File: config.mk
export PLATFORM = sky130hd
export DESIGN_NAME = spi_master_ctrl
export DESIGN_NICKNAME = d
export VERILOG_FILES = /design/src/rtl/spi_master_ctrl.sv
export SDC_FILE = /design/constraint.sdc
export NUM_CORES = 1
export LEC_CHECK = 0
export CORE_MARGIN = 2
export CORE_UTILIZATION = 33
export CTS_CLUSTER_SIZE = 8
export DETAILED_ROUTE_END_ITERATION = 16
export PLACE_DENSITY_LB_ADDON = 0.12
export SLEW_MARGIN = 10
export SYNTH_ARGS = -nofsm -noshare
export SYNTH_HDL_FRONTEND = slang
export SYNTH_SLANG_ARGS = --single-unit
File: constraint.sdc
create_clock -name clk -period 2.25 [get_ports clk]
set_input_delay 0.225 -clock clk [delete_from_list [all_inputs] [get_ports clk]]
set_output_delay 0.225 -clock clk [all_outputs]
set_load 0.02 [all_outputs]
File: src/rtl/spi_master_ctrl.sv
// rtl/spi_master_ctrl.sv - SPI mode-0 transaction controller driving an external 8-bit shift register
// Optional sticky completion flag (irq/irq_clr) built only when SPI_CTRL_IRQ_EN is defined.
module spi_master_ctrl #(
  parameter int CLK_DIV = 2
) (
  input  logic       clk,
  input  logic       rst,
  input  logic       start,
  input  logic       abort,
  input  logic [7:0] tx_data,
  output logic       busy,
  output logic       done,
  output logic [7:0] rx_data,
  output logic [7:0] sr_data,
  output logic       sr_ld,
  output logic       sr_en,
  output logic       sr_un_ld,
  input  logic [7:0] sr_data_out,
`ifdef SPI_CTRL_IRQ_EN
  output logic       irq,
  input  logic       irq_clr,
`endif
  output logic       sclk,
  output logic       cs_n
);

  if (CLK_DIV < 1) begin : g_bad_div
    $error("CLK_DIV must be >= 1");
  end

  localparam int CW = $clog2(CLK_DIV + 1);
  localparam logic [CW-1:0] CNT_LAST = CW'(CLK_DIV - 1);

  typedef enum logic [2:0] {S_IDLE, S_LOAD, S_SETUP, S_SHIFT, S_UNLOAD, S_DONE} state_t;

  state_t        state, state_nxt;
  logic [CW-1:0] cnt, cnt_nxt;
  logic [2:0]    bit_cnt, bit_cnt_nxt;
  logic          sclk_nxt, sr_en_nxt;
  logic          phase_end;

  assign phase_end = (cnt == CNT_LAST);

  always_comb begin
    state_nxt   = state;
    cnt_nxt     = cnt;
    bit_cnt_nxt = bit_cnt;
    sclk_nxt    = 1'b0;
    sr_en_nxt   = 1'b0;
    case (state)
      S_IDLE:   if (start && !abort) state_nxt = S_LOAD;
      S_LOAD: begin
        state_nxt   = S_SETUP;
        cnt_nxt     = '0;
        bit_cnt_nxt = '0;
      end
      S_SETUP: begin
        if (phase_end) begin
          state_nxt = S_SHIFT;
          cnt_nxt   = '0;
          sclk_nxt  = 1'b1;
        end else begin
          cnt_nxt = cnt + 1'b1;
        end
      end
      S_SHIFT: begin
        sclk_nxt = sclk;
        if (phase_end) begin
          cnt_nxt = '0;
          if (sclk) begin
            sclk_nxt    = 1'b0;
            sr_en_nxt   = 1'b1;
            bit_cnt_nxt = bit_cnt + 1'b1;
          end else if (bit_cnt == 3'd0) begin
            // bit counter has wrapped after eight shifts: last low phase just ended
            state_nxt = S_UNLOAD;
            sclk_nxt  = 1'b0;
          end else begin
            sclk_nxt = 1'b1;
          end
        end else begin
          cnt_nxt = cnt + 1'b1;
        end
      end
      S_UNLOAD: state_nxt = S_DONE;
      S_DONE:   state_nxt = S_IDLE;
      default:  state_nxt = S_IDLE;
    endcase
    if (abort && state != S_IDLE) begin
      state_nxt = S_IDLE;
      cnt_nxt   = '0;
      sclk_nxt  = 1'b0;
      sr_en_nxt = 1'b0;
    end
  end

  // Outputs are registered from the next state so they line up with the state they describe
  always_ff @(posedge clk or negedge rst) begin
    if (!rst) begin
      state    <= S_IDLE;
      cnt      <= '0;
      bit_cnt  <= '0;
      busy     <= 1'b0;
      done     <= 1'b0;
      rx_data  <= 8'h00;
      sr_data  <= 8'h00;
      sr_ld    <= 1'b0;
      sr_en    <= 1'b0;
      sr_un_ld <= 1'b0;
      sclk     <= 1'b0;
      cs_n     <= 1'b1;
    end else begin
      state    <= state_nxt;
      cnt      <= cnt_nxt;
      bit_cnt  <= bit_cnt_nxt;
      sclk     <= sclk_nxt;
      sr_en    <= sr_en_nxt;
      sr_ld    <= (state_nxt == S_LOAD);
      sr_un_ld <= (state_nxt == S_UNLOAD);
      done     <= (state_nxt == S_DONE);
      busy     <= (state_nxt != S_IDLE);
      cs_n     <= !(state_nxt inside {S_LOAD, S_SETUP, S_SHIFT, S_UNLOAD});
      if (state == S_IDLE && state_nxt == S_LOAD) sr_data <= tx_data;
      if (state == S_UNLOAD && state_nxt == S_DONE) rx_data <= sr_data_out;
    end
  end

`ifdef SPI_CTRL_IRQ_EN
  always_ff @(posedge clk or negedge rst) begin
    if (!rst)         irq <= 1'b0;
    else if (done)    irq <= 1'b1;
    else if (irq_clr) irq <= 1'b0;
  end
`endif

endmodule
* After elaboration in Yosys (flattened, before gate mapping)
Index checks and enable logic that the tools add are counted.
** Operators by class
- Add/subtract/negate cells :: 2
- Eq/ne operators :: 13
- Multiplexer cells :: 23
- Reductions and logical operators :: 15
** Operators by type and width (count)
- 3-bit 2-to-1 mux :: 8
- 3-bit case mux with 5 select lines :: 1
- 3-bit by 2-bit equality test with 1-bit output, second input constant :: 4
- 3-bit equality test, second input constant :: 3
- 1-bit 2-to-1 mux :: 9
- 3-bit nonzero test :: 3
- 3-bit by 1-bit equality test with 1-bit output, second input constant :: 2
- 3-bit logical NOT :: 2
- 3-bit case mux with 2 select lines :: 1
- 1-bit logical AND :: 4
- 2-bit 2-to-1 mux :: 2
- 2-bit != test, second input constant :: 2
- 2-bit case mux with 2 select lines :: 1
- 4-bit nonzero test :: 1
- 3-bit by 1-bit adder with 3-bit output, second input constant :: 1
- 3-bit != test, second input constant :: 1
- 3-bit AND reduction :: 1
- 2-bit by 1-bit adder with 2-bit output, second input constant :: 1
- 2-bit by 1-bit equality test with 1-bit output, second input constant :: 1
- 1-bit logical NOT :: 2
- 1-bit case mux with 2 select lines :: 1
- 2-bit nonzero test :: 1
- 2-bit OR reduction :: 1
** Word-level totals
- Flip-flop bits (word level) :: 31
- Bits of input ports :: 20
- Output and inout port bits :: 23

* Depth between registers and ports, before layout
- Depth after elaboration :: 9
- Mapped depth :: 5

* Least setup slack after synthesis
Ideal clock, no wire load.
- Path type :: register -> register
- Start :: register state[0]
- End :: register rx_data[0]
- Library setup time :: 0.125 ns
- Arrival time :: 1.460 ns
- Required time :: 2.125 ns
- Setup slack :: 0.665 ns
- Stages on the path, launching flop included :: 6
- Buffers on the path :: 2
- Clock period less this slack :: 1.585 ns
- Path through :: dfrtp_1 > buf_6 > or2_1 > buf_6 > nor3_4 > mux2_2
** Between the ends
- Longest elaborated chain between the ends :: 7
- Elaborated cells on any way between the ends :: 16
- Those cells by class :: 5 x eq/ne; 7 x mux; 4 x reduce/logical
** Ends and longest elaborated chain
- start, declared :: RTL line 36 : state_t state, state_nxt;
- start signal, assigned :: RTL line 113 : state <= state_nxt;
- 3-bit 2-to-1 mux :: RTL line 74 : end else if (bit_cnt == 3'd0) begin
- 3-bit 2-to-1 mux :: RTL line 70 : if (sclk) begin
- 3-bit 2-to-1 mux :: RTL line 68 : if (phase_end) begin
- 3-bit case mux with 5 select lines :: RTL line 50 : case (state)
- 3-bit 2-to-1 mux :: RTL line 89 : if (abort && state != S_IDLE) begin
- 3-bit equality test :: RTL line 124 : if (state == S_UNLOAD && state_nxt == S_DONE) rx_data <= sr_data_out;
- 1-bit logical AND (*) :: RTL line 124
- end signal, assigned :: RTL line 124
- end, declared :: RTL line 13 : output logic [7:0] rx_data,
Every way passes the cells marked *; elsewhere a longest branch is shown, timed or not.
A chain may end at the register's enable or synchronous reset.

* Worst setup path in the final report
- Start :: register state[0]
- End :: register rx_data[4]
Same word-level chain as after synthesis.

==> impl_results.md <==
- Starting density of the core: 0.339
- R2r setup slk: around 0.53 ns
- Final setup fails: 0
- CTS max path bufs: 2
- Crit-path leading delay family: simple AND/OR/NAND/NOR gates
- I/O pin total: 43
- Internal: 1.50 mW
- Routability cong.: ~0.73
- Register Area: 777 µm²
- Vias in the first global route: 923
- Post-route design area: 0.00193 mm²
- Avg Inst Size Synth: 12.3 µm²
- Most frequent cells in the layout: 42 x clkdlybuf4s50_1, 30 x dfrtp_1, 16 x mux2_2
- Post-CTS setup buffers: 0
- CTS Root Cell: clkbuf_8
- Sinks on Clock Net: 31
- Net Switching: about 710 µW
- Worst path slowest cell: dfrtp_1
- First-pass GRT wire length: 4.54 mm
- First-pass DRT Iterations: 4
- Layout cells sized above 1: 0.197
- Port Buf Inserts: 42
- Leakage: 0.836 nW
- Switching Share: 0.322
- H-tree Lvls: 2
- Cell count along the critical path: 3
- Synthesized area: approximately 0.0013 mm²
- Global Route Usage Sum: 0.140
- Initial antenna violation count: 0
- Worst hold path type: in -> async
- Critical path required time: 2.42 ns
- Clock share of power: 0.254
- Period minus WS final: 1.72 ns
- Skew final: 0.00572 ns
- #FFs+latches synth: 31
- Synthesized netlist cell count: approximately 110
- Combinational share of power: 0.376
- Max Cap Violations: 0
- Reg2reg start: state[0]$_DFF_PN0_
- Final-report hold violation count: 0
- Area taken by multi-input logic gates: 504 µm²
- Setup CP Type: reg -> reg
- TritonCTS clock tree: yes
- Fillers: 365
- Post-Route WL: 2.76 mm
- Final Util: 0.489
- Detail Route Antenna Nets: 0
- Hold_buf cts: 0
- Total CTS buffers: 5
- Worst-Skew Late Latency: 0.28 ns
- CP bufs+invs: 0
- Max rail drop VDD: 0.474 mV
- Global route overflow: 0
- Mapped Nets: roughly 130
- Status: complete, no violations
- Reg-to-Reg End: rx_data[4]$_DFFE_PN0P_
- Wirelength per Cell: ~13 µm
- Vias per Instance: just under 5
- Final worst-path cycle share: 0.763
- Dpl cell area: 0.00181 mm²
- Worst setup SP type: flop
- Syn-to-layout area delta: 44.1%
- Ys Warns: 0
- Critical Path Fanout Max: 10
- Pin count of the biggest net entering global routing: 32
- Slowest stage delay, CP: 0.46 ns
- RSZ-0062 raised after global routing: no
- Die area: 0.00458 mm²
- Final WS setup: 0.534 ns
- DRC: 0
- Slew Limit Headroom: 0.673
- FMAX: 583 MHz
- Layout net count: 178
- Worst-path cell chain: or2_1, nor3_4, mux2_2
- Core ar.: around 0.0039 mm²
- Ant diodes: 0
- Die Height: 67.7 µm
- Power per Cell Area: 1150 mW/mm²
- Cells on worst reg2reg path: 3
- Clock transition at the registers of the reported paths: 0.07 ns
- Vias: 994
- Register area share after synthesis: 0.581
- Critical Path AT: 1.88 ns
- Fin. max-slew vios: 0
- Final setup TNS: 0 ns
- Number of core rows: 23
- Pre-CTS WS: 0.401 ns
- Distinct cells, synth: 32
- DP HPWL: 1.91 mm
- Post-CTS sizing: 0
- Critical Path Sink Type: flop
- Die width: 67.7 µm
- Part of the power in registers: 0.369
- Violation count after the first detailed-routing iteration: 26
- Most common cell after layout, fill and taps aside: clkdlybuf4s50_1
- Worst Tran Pin Value: 0.489 ns
## worst reg2reg max path: stages (launching register included)
cell and delay, ns:
dfrtp_1 0.46, or2_1 0.33, nor3_4 0.42, mux2_2 0.39
## cells in the mapped netlist
library cell	instances	area [µm²]
dfrtp_1	30	751
mux2_2	16	180
inv_1	6	22.5
nand2b_1	5	31.3
nand3_1	5	25.0
nor2_1	5	18.8
nand2_1	4	15.0
a21oi_1	3	15.0
clkbuf_1	3	11.3
nor3_1	3	15.0
o21ai_0	3	15.0
a31oi_1	2	12.5
buf_6	2	22.5
ha_1	2	25.0
or3_1	2	12.5
or4_1	2	15.0
a211oi_1	1	7.51
a31o_2	1	8.76
and3_1	1	6.26
dfstp_2	1	26.3
nand3_2	1	10.0
nand3b_1	1	7.51
nand4b_1	1	8.76
nor2b_1	1	6.26
nor3_4	1	16.3
nor3b_1	1	7.51
o21a_1	1	7.51
o21bai_1	1	7.51
o22ai_1	1	6.26
o311a_1	1	10.0
o31ai_1	1	7.51
or2_1	1	6.26
## worst max path at each step
stage                            start                endpoint  slack (ns)
floorplan           state[0]$_DFF_PN0_  rx_data[0]$_DFFE_PN0P_        0.67
global placement                 abort  rx_data[0]$_DFFE_PN0P_        0.46
detailed placement               abort  rx_data[5]$_DFFE_PN0P_        0.40
CTS                 state[0]$_DFF_PN0_  rx_data[4]$_DFFE_PN0P_        0.51
global route        state[0]$_DFF_PN0_  rx_data[7]$_DFFE_PN0P_        0.39
finish              state[0]$_DFF_PN0_  rx_data[4]$_DFFE_PN0P_        0.53
## cells by family after synthesis
family / Yosys count / share of synthesized area
multiplexers: 16 / 0.135
AO/OA/AOI/OAI: 15 / 0.0730
flip-flops: 31 / 0.581
adder cells (fa/ha/maj): 2 / 0.0187
AND/OR/NAND/NOR: 34 / 0.151
buffers and inverters: 11 / 0.0421
## routing by layer
layer	track usage	share of wire	vias up
met1	0.174	0.43	484
met3	0.0367	0.064	6
met5	0	0	-
met4	0.0918	0.020	0
met2	0.213	0.49	30
li1	-	-	474
## stage by stage
| step | instances | power [mW] | hold WS, ns |
|---|---|---|---|
| after floorplan | 109 | 1.33 | -0.0706 |
| after global placement | 199 | 1.65 | 0.486 |
| after detailed placement | 199 | 1.67 | 0.495 |
| after CTS | 207 | 2.25 | 0.337 |
| after global routing | 207 | 2.36 | 0.358 |
| final | 207 | 2.22 | 0.322 |
## state kept, by name, summed over array words and instances (netlist names), 2 cells and up
register	count
state	3
sr_data	8
bit_cnt	3
cnt	2
rx_data	8
## power by group through the flow
stage | Clock [mW] | Sequential (mW) | Combinational, mW
global route | 0.613 | 0.845 | 0.907
finish | 0.563 | 0.819 | 0.834
floorplan | 0 | 0.977 | 0.349
global placement | 0 | 0.824 | 0.827
detailed placement | 0 | 0.830 | 0.842
CTS | 0.580 | 0.822 | 0.844
## cell type report
type                    count  share of cell area
clock buffers               6              0.0429
repair buffers             45               0.230
inverters                   6              0.0117
well taps                  50              0.0325
clock inverters             2              0.0182
multi-input cells          67               0.262
flip-flops and latches     31               0.403
Note: power is estimated with default switching activity, not from simulation.
